$ cat src/rtl/poly_stream_if.sv
// Bundle for poly_stream_out: control pulses, BRAM read port, coefficient stream
// and the FSM state for debug/checker binding.
interface poly_stream_if;
  logic        start;
  logic        busy;
  logic        done;
  logic        rd_en;
  logic [5:0]  rd_addr;
  logic [95:0] rd_data;
  // Stream: a beat transfers only in a cycle where m_valid and m_ready are both
  // high; once m_valid rises, m_valid/m_data/m_last hold until that happens.
  logic        m_valid;
  logic        m_ready;
  logic [23:0] m_data;
  logic        m_last;
  logic [1:0]  state;

  modport master (
    input  start, rd_data, m_ready,
    output busy, done, rd_en, rd_addr, m_valid, m_data, m_last, state
  );

  modport slave (
    output start, rd_data, m_ready,
    input  busy, done, rd_en, rd_addr, m_valid, m_data, m_last, state
  );
endinterface

$ cat src/rtl/poly_stream_out.sv
// Unloads one 256-coefficient polynomial (64 x 96-bit BRAM words) as a 24-bit stream.
// Optional macro POLY_STREAM_FREEZE_EN folds lane values from [0,2Q) into [0,Q).
module poly_stream_out (
  input  logic          clk,
  input  logic          rst,
  poly_stream_if.master bus
);
  typedef enum logic [1:0] {
    IDLE   = 2'd0,
    FILL   = 2'd1,
    STREAM = 2'd2,
    FLUSH  = 2'd3
  } state_t;

  localparam logic [23:0] Q = 24'd8380417;

  state_t      state_q;
  logic        busy_q;
  logic        done_q;
  logic        rd_en_q;
  logic        pend_q;
  logic [5:0]  rd_addr_q;
  logic [6:0]  rd_cnt_q;
  logic [95:0] cur_q;
  logic [95:0] hold_q;
  logic        cur_valid_q;
  logic        hold_full_q;
  logic [1:0]  lane_q;
  logic [5:0]  cur_idx_q;
  logic [5:0]  load_cnt_q;

  logic        fire;
  logic        last_fire;
  logic        cur_free;
  logic        pend_to_cur;
  logic        pend_to_hold;
  logic        issue;
  logic [23:0] lane_val;
  logic [23:0] coef;

  always_comb begin
    fire         = cur_valid_q & bus.m_ready;
    last_fire    = fire & (cur_idx_q == 6'd63) & (lane_q == 2'd3);
    // Current word slot is reusable when empty or its last lane leaves this cycle.
    cur_free     = ~cur_valid_q | (fire & (lane_q == 2'd3));
    pend_to_cur  = pend_q & cur_free & ~hold_full_q;
    pend_to_hold = pend_q & ~pend_to_cur;
    // One read in flight at most, and only into an empty holding register.
    issue        = ((state_q == FILL) || (state_q == STREAM)) & ~hold_full_q &
                   ~rd_en_q & ~pend_q & ~rd_cnt_q[6];
    case (lane_q)
      2'd0:    lane_val = cur_q[23:0];
      2'd1:    lane_val = cur_q[47:24];
      2'd2:    lane_val = cur_q[71:48];
      default: lane_val = cur_q[95:72];
    endcase
  end

`ifdef POLY_STREAM_FREEZE_EN
  assign coef = (lane_val >= Q) ? (lane_val - Q) : lane_val;
`else
  assign coef = lane_val;
`endif

  always_ff @(posedge clk) begin
    if (rst) begin
      state_q     <= IDLE;
      busy_q      <= 1'b0;
      done_q      <= 1'b0;
      rd_en_q     <= 1'b0;
      pend_q      <= 1'b0;
      rd_addr_q   <= 6'd0;
      rd_cnt_q    <= 7'd0;
      cur_q       <= '0;
      hold_q      <= '0;
      cur_valid_q <= 1'b0;
      hold_full_q <= 1'b0;
      lane_q      <= 2'd0;
      cur_idx_q   <= 6'd0;
      load_cnt_q  <= 6'd0;
    end else begin
      done_q  <= 1'b0;
      rd_en_q <= 1'b0;
      pend_q  <= rd_en_q;

      case (state_q)
        IDLE: begin
          if (bus.start) begin
            state_q    <= FILL;
            busy_q     <= 1'b1;
            rd_en_q    <= 1'b1;
            rd_addr_q  <= 6'd0;
            rd_cnt_q   <= 7'd1;
            load_cnt_q <= 6'd0;
          end
        end
        FILL: begin
          if (pend_to_cur) state_q <= STREAM;
        end
        STREAM: begin
          if (issue && (rd_cnt_q == 7'd63)) state_q <= FLUSH;
        end
        FLUSH: begin
          if (last_fire) begin
            state_q <= IDLE;
            busy_q  <= 1'b0;
            done_q  <= 1'b1;
          end
        end
        default: state_q <= IDLE;
      endcase

      if (issue) begin
        rd_en_q   <= 1'b1;
        rd_addr_q <= rd_cnt_q[5:0];
        rd_cnt_q  <= rd_cnt_q + 7'd1;
      end

      if (cur_free) begin
        if (hold_full_q || pend_q) begin
          cur_q       <= hold_full_q ? hold_q : bus.rd_data;
          cur_valid_q <= 1'b1;
          lane_q      <= 2'd0;
          cur_idx_q   <= load_cnt_q;
          load_cnt_q  <= load_cnt_q + 6'd1;
        end else begin
          cur_valid_q <= 1'b0;
        end
      end else if (fire) begin
        lane_q <= lane_q + 2'd1;
      end

      if (pend_to_hold) begin
        hold_q      <= bus.rd_data;
        hold_full_q <= 1'b1;
      end else if (cur_free && hold_full_q) begin
        hold_full_q <= 1'b0;
      end
    end
  end

  assign bus.busy    = busy_q;
  assign bus.done    = done_q;
  assign bus.rd_en   = rd_en_q;
  assign bus.rd_addr = rd_addr_q;
  assign bus.m_valid = cur_valid_q;
  assign bus.m_data  = cur_valid_q ? coef : 24'd0;
  assign bus.m_last  = cur_valid_q & (cur_idx_q == 6'd63) & (lane_q == 2'd3);
  assign bus.state   = state_q;
endmodule

$ cat src/flat_wrapper.sv
// flat-port wrapper written by rule: the top's interface ports become plain ports
module poly_stream_out_flat 
  (clk, rst, bus_start, bus_rd_data, bus_m_ready, bus_busy, bus_done, bus_rd_en, bus_rd_addr, bus_m_valid, bus_m_data, bus_m_last, bus_state);
  poly_stream_if bus_i ();
  input  logic clk;
  input  logic rst;
  input wire logic [$bits(bus_i.start)-1:0] bus_start;
  input wire logic [$bits(bus_i.rd_data)-1:0] bus_rd_data;
  input wire logic [$bits(bus_i.m_ready)-1:0] bus_m_ready;
  output wire logic [$bits(bus_i.busy)-1:0] bus_busy;
  output wire logic [$bits(bus_i.done)-1:0] bus_done;
  output wire logic [$bits(bus_i.rd_en)-1:0] bus_rd_en;
  output wire logic [$bits(bus_i.rd_addr)-1:0] bus_rd_addr;
  output wire logic [$bits(bus_i.m_valid)-1:0] bus_m_valid;
  output wire logic [$bits(bus_i.m_data)-1:0] bus_m_data;
  output wire logic [$bits(bus_i.m_last)-1:0] bus_m_last;
  output wire logic [$bits(bus_i.state)-1:0] bus_state;
  assign bus_i.start = bus_start;
  assign bus_i.rd_data = bus_rd_data;
  assign bus_i.m_ready = bus_m_ready;
  assign bus_busy = bus_i.busy;
  assign bus_done = bus_i.done;
  assign bus_rd_en = bus_i.rd_en;
  assign bus_rd_addr = bus_i.rd_addr;
  assign bus_m_valid = bus_i.m_valid;
  assign bus_m_data = bus_i.m_data;
  assign bus_m_last = bus_i.m_last;
  assign bus_state = bus_i.state;
  poly_stream_out u_core (.clk(clk), .rst(rst), .bus(bus_i));
endmodule
$ cat config.mk
export PLATFORM = sky130hd
export DESIGN_NAME = poly_stream_out_flat
export DESIGN_NICKNAME = d
export VERILOG_FILES = /design/src/rtl/poly_stream_if.sv /design/src/rtl/poly_stream_out.sv /design/src/flat_wrapper.sv
export SDC_FILE = /design/constraint.sdc
export NUM_CORES = 1
export LEC_CHECK = 0
export ABC_AREA = 1
export CORE_MARGIN = 3
export CORE_UTILIZATION = 40
export DETAILED_ROUTE_END_ITERATION = 7
export HOLD_SLACK_MARGIN = 0.02
export RECOVER_POWER = 100
export SETUP_SLACK_MARGIN = 0.4
export SYNTH_ARGS = -nofsm -noshare
export SYNTH_HDL_FRONTEND = slang
export SYNTH_SLANG_ARGS = --single-unit
$ cat constraint.sdc
create_clock -name clk -period 1.9 [get_ports clk]
set_input_delay 0.285 -clock clk [delete_from_list [all_inputs] [get_ports clk]]
set_output_delay 0.285 -clock clk [all_outputs]
set_load 0.005 [all_outputs]
==> results of run 1 <==
[worst max-delay path by stage]
stage                                 from                to  cells past startpoint
after floorplan           u_core.lane_q[1]  u_core.hold_q[0]                     10
after global placement    u_core.lane_q[0]    bus_m_data[20]                      6
after detailed placement  u_core.lane_q[1]    bus_m_data[15]                      6
after CTS                 u_core.lane_q[0]     bus_m_data[4]                      6
after global routing      u_core.lane_q[0]     bus_m_data[4]                      5
final                     u_core.lane_q[0]     bus_m_data[9]                      6
[cell type report]
cell class                 count  area, sq um  share of cell area, %
clock buffer                  35          766                   4.55
clock inverter                14          159                  0.945
inverter                      28          144                  0.856
multi-input combinational    945         6490                   38.6
sequential                   227         4560                   27.1
tap                          313          392                   2.33
timing repair buffer         290         4300                   25.5
timing repair inverter         1         11.3                 0.0670
[layer usage]
layer	up-vias	share of wire, %	track usage, %
met3	254	9.4	5.71
met1	5398	37	38.0
met5	-	0	0
met4	0	8.3	13.6
li1	4894	-	-
met2	763	45	46.2
[stage by stage]
step	setup TNS [ns]	total power [mW]	hold slack, ns
floorplan	0	8.52	0.363
global placement	-1.10	10.0	0.437
detailed placement	-1.19	10.1	0.451
CTS	-4.01	18.4	0.346
global route	-24.14	21.0	0.376
finish	-16.42	20.4	0.367
[logic make-up after synthesis]
logic type | synth area share [%]
AND/OR/NAND/NOR | 21.1
AO/OA/AOI/OAI | 23.5
flip-flops | 47.9
buffers and inverters | 6.06
adder cells (fa/ha/maj) | 1.32
XOR/XNOR | 0.0923
[cell usage in the layout (no fill, tap or decap), types with 14 or more instances in the layout]
cell type and count:
sky130_fd_sc_hd__a21oi_1 18, sky130_fd_sc_hd__a21oi_2 21, sky130_fd_sc_hd__a21oi_4 17, sky130_fd_sc_hd__a31oi_1 73, sky130_fd_sc_hd__a31oi_4 46, sky130_fd_sc_hd__buf_12 43, sky130_fd_sc_hd__buf_16 47, sky130_fd_sc_hd__buf_2 25
sky130_fd_sc_hd__buf_4 14, sky130_fd_sc_hd__buf_6 24, sky130_fd_sc_hd__clkbuf_16 42, sky130_fd_sc_hd__clkdlybuf4s50_1 98, sky130_fd_sc_hd__dfxtp_1 222, sky130_fd_sc_hd__inv_1 18, sky130_fd_sc_hd__nand2_1 249, sky130_fd_sc_hd__nand2_2 20
sky130_fd_sc_hd__nand2_4 14, sky130_fd_sc_hd__nor2_1 190, sky130_fd_sc_hd__nor2_2 21, sky130_fd_sc_hd__o21ai_1 32, sky130_fd_sc_hd__o21ai_2 175, sky130_fd_sc_hd__o21ai_4 15
[power by group]
| group | total, mW | internal [mW] | switching (mW) |
|---|---|---|---|
| logic | 7.95 | 4.08 | 3.87 |
| clock network | 5.41 | 3.25 | 2.16 |
| registers | 7.04 | 5.82 | 1.22 |
[flip-flops by register name (all words and copies together) (netlist names)]
register            flops
u_core.pend_q           1
u_core.cur_idx_q        6
u_core.lane_q           2
u_core.rd_cnt_q         7
u_core.bus.rd_en        1
u_core.bus.done         1
u_core.hold_full_q      1
u_core.hold_q          96
u_core.bus.rd_addr      6
u_core.bus.state        2
u_core.cur_q           96
u_core.bus.busy         1
u_core.load_cnt_q       6
u_core.bus.m_valid      1
[cells in the mapped netlist]
master                      instances
sky130_fd_sc_hd__nor3_1             2
sky130_fd_sc_hd__a31o_2             1
sky130_fd_sc_hd__a21oi_4            1
sky130_fd_sc_hd__ha_1              10
sky130_fd_sc_hd__o21ai_0          208
sky130_fd_sc_hd__a31oi_1          120
sky130_fd_sc_hd__inv_1             25
sky130_fd_sc_hd__nor2_1           218
sky130_fd_sc_hd__nor2_4             2
sky130_fd_sc_hd__buf_6              3
sky130_fd_sc_hd__buf_2             34
sky130_fd_sc_hd__a2bb2oi_1          1
sky130_fd_sc_hd__clkbuf_1          62
sky130_fd_sc_hd__nand2_1          283
sky130_fd_sc_hd__nand4_1            3
sky130_fd_sc_hd__xor2_1             1
sky130_fd_sc_hd__a211oi_1           1
sky130_fd_sc_hd__o21ai_1           25
sky130_fd_sc_hd__nor2_2             2
sky130_fd_sc_hd__nor3b_1            1
sky130_fd_sc_hd__nand3_1           11
sky130_fd_sc_hd__buf_4              4
sky130_fd_sc_hd__inv_2              3
sky130_fd_sc_hd__buf_1              1
sky130_fd_sc_hd__dfxtp_1          227
sky130_fd_sc_hd__a21oi_1           55
[critical path, delay by kind of cell (launching register included)]
family	cells	cell delay [ns]
AO/OA/AOI/OAI	1	0.19
adder cells (fa/ha/maj)	1	0.25
buffers and inverters	3	0.40
AND/OR/NAND/NOR	1	0.11
flip-flops	1	0.39
[what timing repair did]
action / in CTS / in global routing
pin swaps: 69 / 67
setup endpoints to repair: 255 / 252
setup buffers: 34 / 16
cloned: 42 / 17
gates resized for setup: 560 / 298
==> impl.org, run 1 <==
** Pwr
- Standby leakage power :: 6.26 nW
- IR analysis of the VDD net gives a maximum drop of 0.654 mV.
- Power spread over the standard cell area amounts to 1210 nW/um^2.

** Min path
- The worst hold path begins at bus_rd_data[20].
- The tightest min-delay check is of the input port to flip-flop type.
- Cell count of the worst hold path :: 3
- Hold-critical path endpoint :: u_core.cur_q[20]

** Timing
- For the pin with the worst max-slew slack, the measured transition is 1.27 ns.
- The worst path uses 113% of the clock period.
- Across the routed clock network, the largest skew measured is 0.0127 ns.
- In this run the tightest slew margin relative to its limit is 15.5%.
- For this run, the top clock speed supported by timing is 466 MHz.
- Setup violations remaining at the end of the flow were counted as 179.
- Number of hold violations in the final report :: 0
- Fin. max-slew vios :: 0
- Period minus WS final :: 2.15 ns
- In the post-route analysis, the smallest setup slack over all paths is -0.248 ns.
- Setup repair after global routing missed its margin :: true

** Cells and area
- Area delta synth->final :: 77.1%
- Counting the fill cells in the layout gives 1479.
- Number of nets in the final layout :: 1630
- Final design area excluding fillers :: 16800 sq um
- Once layout is complete, the utilization of the core stands at 73.2%.
- The repair_antennas step left the layout with diodes totalling 0.
- The post-route netlist has 38.2% of its cells at a drive strength greater than 1.
- Fin cells :: 1853

** Setup path
- For this run, the slowest stage of the critical path takes 0.39 ns.
- Library cell contributing the largest single delay on the critical path :: sky130_fd_sc_hd__dfxtp_4
- The worst register-to-register path ends at u_core.cur_q[87].
- Biggest fanout along the worst timing path :: 6
- Worst reg2reg path depth :: 10
- The critical path in this run is classified as flip-flop to output port.
- The worst setup path is launched from a flip-flop.
- Arrival time of the worst setup path :: 1.86 ns
- Walking the worst path, the cells encountered are inv_4, ha_4, buf_12, nand2_2, a31oi_4, buf_2.
- Reg2Reg Launch Point :: u_core.lane_q[0]
- The worst setup path is captured at an output port.
- Critical Path RT :: 1.62 ns
- Setup slack on the worst reg-to-reg path comes out at -0.20 ns.

** Floorplanning
- For this design the top-level I/O count stands at 137.
- Chip height :: 160 microns
- Die Footprint :: 25600 sq um
- In this run the standard cell core region covers 23000 sq um.
- Number of core rows :: 55
- The die is 160 microns wide.
- Once the floorplan was initialized, standard cells occupied 41.3% of the core.

** Synth
- Of the post-synthesis cell area, the dominant cell type holds 47.9%.
- Largest cells by area after synthesis :: sky130_fd_sc_hd__dfxtp_1 48%, sky130_fd_sc_hd__nand2_1 11%, sky130_fd_sc_hd__o21ai_0 11%
- Post-Synthesis Mean Instance Area :: 7.28 sq um
- Total of warnings raised by yosys :: 0
- Number of distinct standard cells referenced by the synthesized netlist :: 26
- The cell count after synthesis came out at 1304.
- In this run, synthesis produced a sequential element count of 227.
- The mapped netlist covers 9490 sq um.
- Post-Syn Nets :: 1414
- Most area-hungry cell type in the Yosys netlist :: sky130_fd_sc_hd__dfxtp_1
- The share of the Yosys chip area taken by registers is 47.9%.

** GRT
- The first global-routing pass estimated 58900 microns of wire.
- Number of global-route vias before repair :: 10200
- Global routing finished with a remaining overflow of 0.
- Entering global routing, the biggest net connects 97 pins.
- The initial antenna violation count was 0.
- Global routing used 29.1% of the available tracks.

** CTS
- Buffers inserted to repair hold after CTS numbered 0.
- Clock sink count :: 227
- TritonCTS created 27 clock buffers.
- Clock edge transition at the registers on the reported setup and hold paths :: 0.07 ns
- Latest clock arrival within the worst-skew pair :: 0.53 ns
- CTS tree :: yes
- CTS placed an instance of sky130_fd_sc_hd__clkbuf_16 at the clock tree root.
- The longest clock path from root to sink contains 3 buffers.
- Deepest level of the CTS H-tree :: 1

** Placed design
- Post-place instance area :: 11400 sq um
- Including well taps, the total number of placed cells is 1695.
- The wire-length estimate of the detail-placed layout is 20000 microns.
- Final weighted congestion in routability-driven placement :: 0.822
- Worst slack, placed :: -0.0809 ns
- Port bufs :: 136

** Job
- Max capacitance violation total :: 0

** Route
- WL per Instance :: 24.2 microns
- The detailed router finished its first iteration with 1217 violations.
- Via count of the routed design :: 11300
- After detailed routing, the number of remaining DRC violations is 0.
- Number of iterations in the first detailed-routing pass :: 5
- Total wire length after detailed routing :: 44900 microns
- Post-detailed-route count of antenna-violating nets :: 0
- In the routed layout, each cell is associated on average with a via count of 6.10.

** Status
- Violated checks :: setup timing
- Result of the run :: finished with violations
No activity file was read; power rests on OpenSTA's default activity.
==> inputs of run 2 (changes only) <==
- TNS_END_PERCENT: default -> 30
==> run 2 against run 1 <==
Against the previous run:
- the run still ends with setup timing left
- cell area down 8.7%
- critical endpoint is now u_core.hold_q[57]
- sequential share of layout area increased by 2.6 points
- sequential cell count unchanged
- via count is 7.8% lower
- utilization is 6.4 points lower
- first-iteration DRC count down 25%
- sequential power down 3.1%
- non-clock buffer count is 24 lower
==> impl.org, run 2 (same netlist as run 1, synthesis figures left out) <==
** Setup path
- Number of gates on the worst path with buffers counted :: 11 (was 6)
- The number of buffer and inverter stages on the critical path came to 6 (was 3).
- Critical Path RT :: 2.31 ns (was 1.62 ns)
- Biggest fanout along the worst timing path :: 12 (was 6)
- The critical path data arrival time is 2.60 ns (was 1.86 ns).
- Reg-to-reg setup timing slack :: -0.29 ns (was -0.20 ns)
- Cell-by-cell listing of the critical path: bufbuf_16, inv_2, a21oi_4, nor2_4, nor2_4, clkinv_4, buf_12, buf_12, buf_16, nor2_4, nor2_2 (was inv_4, ha_4, buf_12, nand2_2, a31oi_4, buf_2).
- The critical register-to-register path endpoint is u_core.hold_q[57] (was u_core.cur_q[87]).
- Library cell contributing the largest single delay on the critical path :: sky130_fd_sc_hd__dfxtp_1 (was sky130_fd_sc_hd__dfxtp_4)
- Worst reg2reg path depth :: 11 (was 10)
- Type of element capturing the critical path :: flip-flop (was output port)
- Type of the worst setup path :: flip-flop to flip-flop (was flip-flop to output port)
- The delay of the slowest cell on the worst path is 0.47 ns (was 0.39 ns).
- Reg2Reg Launch Point :: u_core.bus.m_valid (was u_core.lane_q[0])
- The type of element launching the critical path is a flip-flop (unchanged).
- The gate family responsible for the most delay along the worst path was buffers and inverters (unchanged).
- Counting stages on the worst path, the most repeated cell is sky130_fd_sc_hd__nor2_4.

** Timing
- Setup repair after global routing missed its margin :: true (unchanged)
- The maximum operating frequency came to 457 MHz (was 466 MHz).
- Final-layout worst hold slack :: 0.364 ns (was 0.367 ns)
- Number of hold violations in the final report :: 0 (unchanged)
- Period minus WS final :: 2.19 ns (was 2.15 ns)
- The total negative setup slack is -29.11 ns (was -16.42 ns).
- Fin. max-slew vios :: 0 (unchanged)
- The worst-margin pin slew came to 1.02 ns (was 1.27 ns).
- The share of the clock period used by the worst path after layout is 115% (was 113%).
- The normalized max-slew margin is 32.2% (was 15.5%).
- The final count of negative-setup-slack endpoints was 193 (was 179).
- The setup skew after layout was 0.0150 ns (was 0.0127 ns).
- The final worst-path setup slack was -0.287 ns (was -0.248 ns).

** Min path
- Cell count of the worst hold path :: 3 (unchanged)
- The class of the worst hold path is input port to flip-flop (unchanged).
- The end of the worst hold path is u_core.cur_q[35] (was u_core.cur_q[20]).
- The startpoint of the lowest-slack hold path was bus_rd_data[35] (was bus_rd_data[20]).

** Route
- Drt first-iter violations :: 909 (was 1217)
- Total wire length after detailed routing :: 39000 microns (was 44900 microns)
- The detailed-router iteration count before antenna repair is 8 (was 5).
- Drt via density :: 5.72 (was 6.10)
- Post-detailed-route count of antenna-violating nets :: 0 (unchanged)
- The number of vias in the routed layout was 10400 (was 11300).
- WL per Instance :: 21.4 microns (was 24.2 microns)
- The remaining design rule violation count came to 0 (unchanged).

** Pwr
- Internal power :: 11.9 mW (was 13.1 mW)
- Proportion of power drawn by flip-flops and latches :: 37.3% (was 34.5%)
- The clock share of power came to 27.7% (was 26.5%).
- The total power density per cell area came to 1190 nW/um^2 (was 1210 nW/um^2).
- The proportion of power drawn by combinational gates is 35.1% (was 39.0%).
- The total net switching power is 6.36 mW (was 7.25 mW).
- The overall power consumption is 18.3 mW (was 20.4 mW).
- Maximum VDD drop :: 0.712 mV (was 0.654 mV)
- Fraction of power spent switching nets :: 34.8% (was 35.5%)
- The leakage power of the design came to 5.96 nW (was 6.26 nW).

** CTS
- Latest clock arrival within the worst-skew pair :: 0.53 ns (about the same)
- Deepest level of the CTS H-tree :: 1 (unchanged)
- The number of buffers added by the clock tree synthesis step was 25 (was 27).
- The clock tree from TritonCTS is yes (unchanged).
- The cell at the root of the clock tree is sky130_fd_sc_hd__clkbuf_16 (unchanged).
- The post-CTS clock slew at the launch and capture registers of the worst setup and hold paths was 0.06 ns (was 0.07 ns).
- Maximum count of clock buffers along a single path :: 3 (unchanged)
- The number of buffers inserted for hold repair after clock tree synthesis was 0 (unchanged).
- The number of clock sinks seen by CTS was 227 (unchanged).

** GRT
- The global router's overall resource usage came to 26.7% (was 29.1%).
- First-pass GRT wire length :: 54700 microns (was 58900 microns)
- Antenna violations before repair :: 0 (unchanged)
- The leftover overflow at the end of global routing is 0 (unchanged).
- The via count of the first global-routing pass is 9500 (was 10200).
- Maximum number of pins on one net before global-route repair :: 97 (unchanged)

** Status
- Violated checks: setup timing (unchanged).
- Result of the run: finished with violations (unchanged).

** Cells and area
- The share of final-layout standard cells stronger than drive strength 1 is 30.3% (was 38.2%).
- Largest registers ranked by flip-flop count :: u_core.cur_q x96, u_core.hold_q x96, u_core.rd_cnt_q x7 (unchanged)
- The area growth from synthesis to layout came to 61.6% (was 77.1%).
- Final design area excluding fillers :: 15300 sq um (was 16800 sq um)
- The commonest non-fill, non-tap cell in the layout was sky130_fd_sc_hd__nand2_1 (unchanged).
- Number of nets in the final layout :: 1603 (was 1630)
- Highest-count cells in the layout ignoring fill and taps :: 243 x sky130_fd_sc_hd__nand2_1, 224 x sky130_fd_sc_hd__dfxtp_1, 140 x sky130_fd_sc_hd__nor2_1, 116 x sky130_fd_sc_hd__o21ai_1, 98 x sky130_fd_sc_hd__clkdlybuf4s50_1 (was 249 x sky130_fd_sc_hd__nand2_1, 222 x sky130_fd_sc_hd__dfxtp_1, 190 x sky130_fd_sc_hd__nor2_1, 175 x sky130_fd_sc_hd__o21ai_2, 98 x sky130_fd_sc_hd__clkdlybuf4s50_1)
- The number of antenna repair diodes was 0 (unchanged).

** Floorplanning
- The width of the die came to 160 microns (unchanged).
- Die Footprint :: 25600 sq um (unchanged)
- The starting density of the core is 41.3% (unchanged).
- The count of boundary I/O pins came to 137 (unchanged).
- Core area :: 23000 sq um (unchanged)
- The y dimension of the die is 160 microns (unchanged).
- The floorplan row count was 55 (unchanged).

** Job
- The number of max-cap violations was 0 (unchanged).

** Placed design
- Port bufs :: 136 (unchanged)
- Post-place instance area :: 11400 sq um (about the same)
- The estimated wirelength of the detail-placed design was 19800 microns (was 20000 microns).
- The global placement routability congestion is 0.876 (was 0.822).
-- run 2: what timing repair did --
action,4_1_cts,5_1_grt
resized for setup,453,249
cloned,28,12
buffers inserted,26,12
endpoints found under the setup margin,249,253
pin swaps,68,52
-- run 2: worst register-to-register path: cells and delay by family, from the launching register on --
kind / cells / cell delay (ns)
AO/OA/AOI/OAI: 1 / 0.20
buffers and inverters: 6 / 1.01
flip-flops: 1 / 0.47
AND/OR/NAND/NOR: 4 / 0.40
-- run 2: cell type report --
type / count / area (sq um)
fill: 1811 / 7640
multi-input combinational: 945 / 5940
sequential: 227 / 4560
timing repair buffer: 266 / 3490
clock buffer: 32 / 702
tap: 313 / 392
clock inverter: 12 / 144
inverter: 28 / 120
-- run 2: worst max path at each step --
stage,from,to,slack [ns]
floorplan,u_core.lane_q[1],u_core.hold_q[0],0.31
global placement,u_core.lane_q[0],bus_m_data[22],-0.22
detailed placement,u_core.lane_q[0],bus_m_data[22],-0.23
CTS,u_core.lane_q[0],bus_m_data[20],-0.23
global route,u_core.lane_q[0],u_core.hold_q[92],-0.36
finish,u_core.bus.m_valid,u_core.hold_q[57],-0.29
-- run 2: power groups by stage --
stage | Combinational [mW] | Clock [mW] | Sequential, mW
floorplan | 2.16 | 0 | 6.29
detailed placement | 3.43 | 0 | 6.60
finish | 6.41 | 5.06 | 6.82
CTS | 5.21 | 5.08 | 6.63
global route | 6.81 | 5.28 | 6.88
global placement | 3.39 | 0 | 6.60
-- run 2: per-stage QoR --
step	worst slack, ns	utilization (%)	cells
final	-0.287	66.8	1823
after global routing	-0.356	66.8	1823
after CTS	-0.226	61.4	1799
after detailed placement	-0.231	49.6	1701
after global placement	-0.220	49.6	1701
after floorplan	0.314	-	1304
-- run 2: layer usage --
layer | up-vias | wire, microns | track usage, %
met5 | - | 0 | 0
met1 | 4955 | 15500 | 35.7
met3 | 125 | 3480 | 5.65
met4 | 0 | 1760 | 9.07
li1 | 4813 | - | -
met2 | 538 | 18200 | 42.8
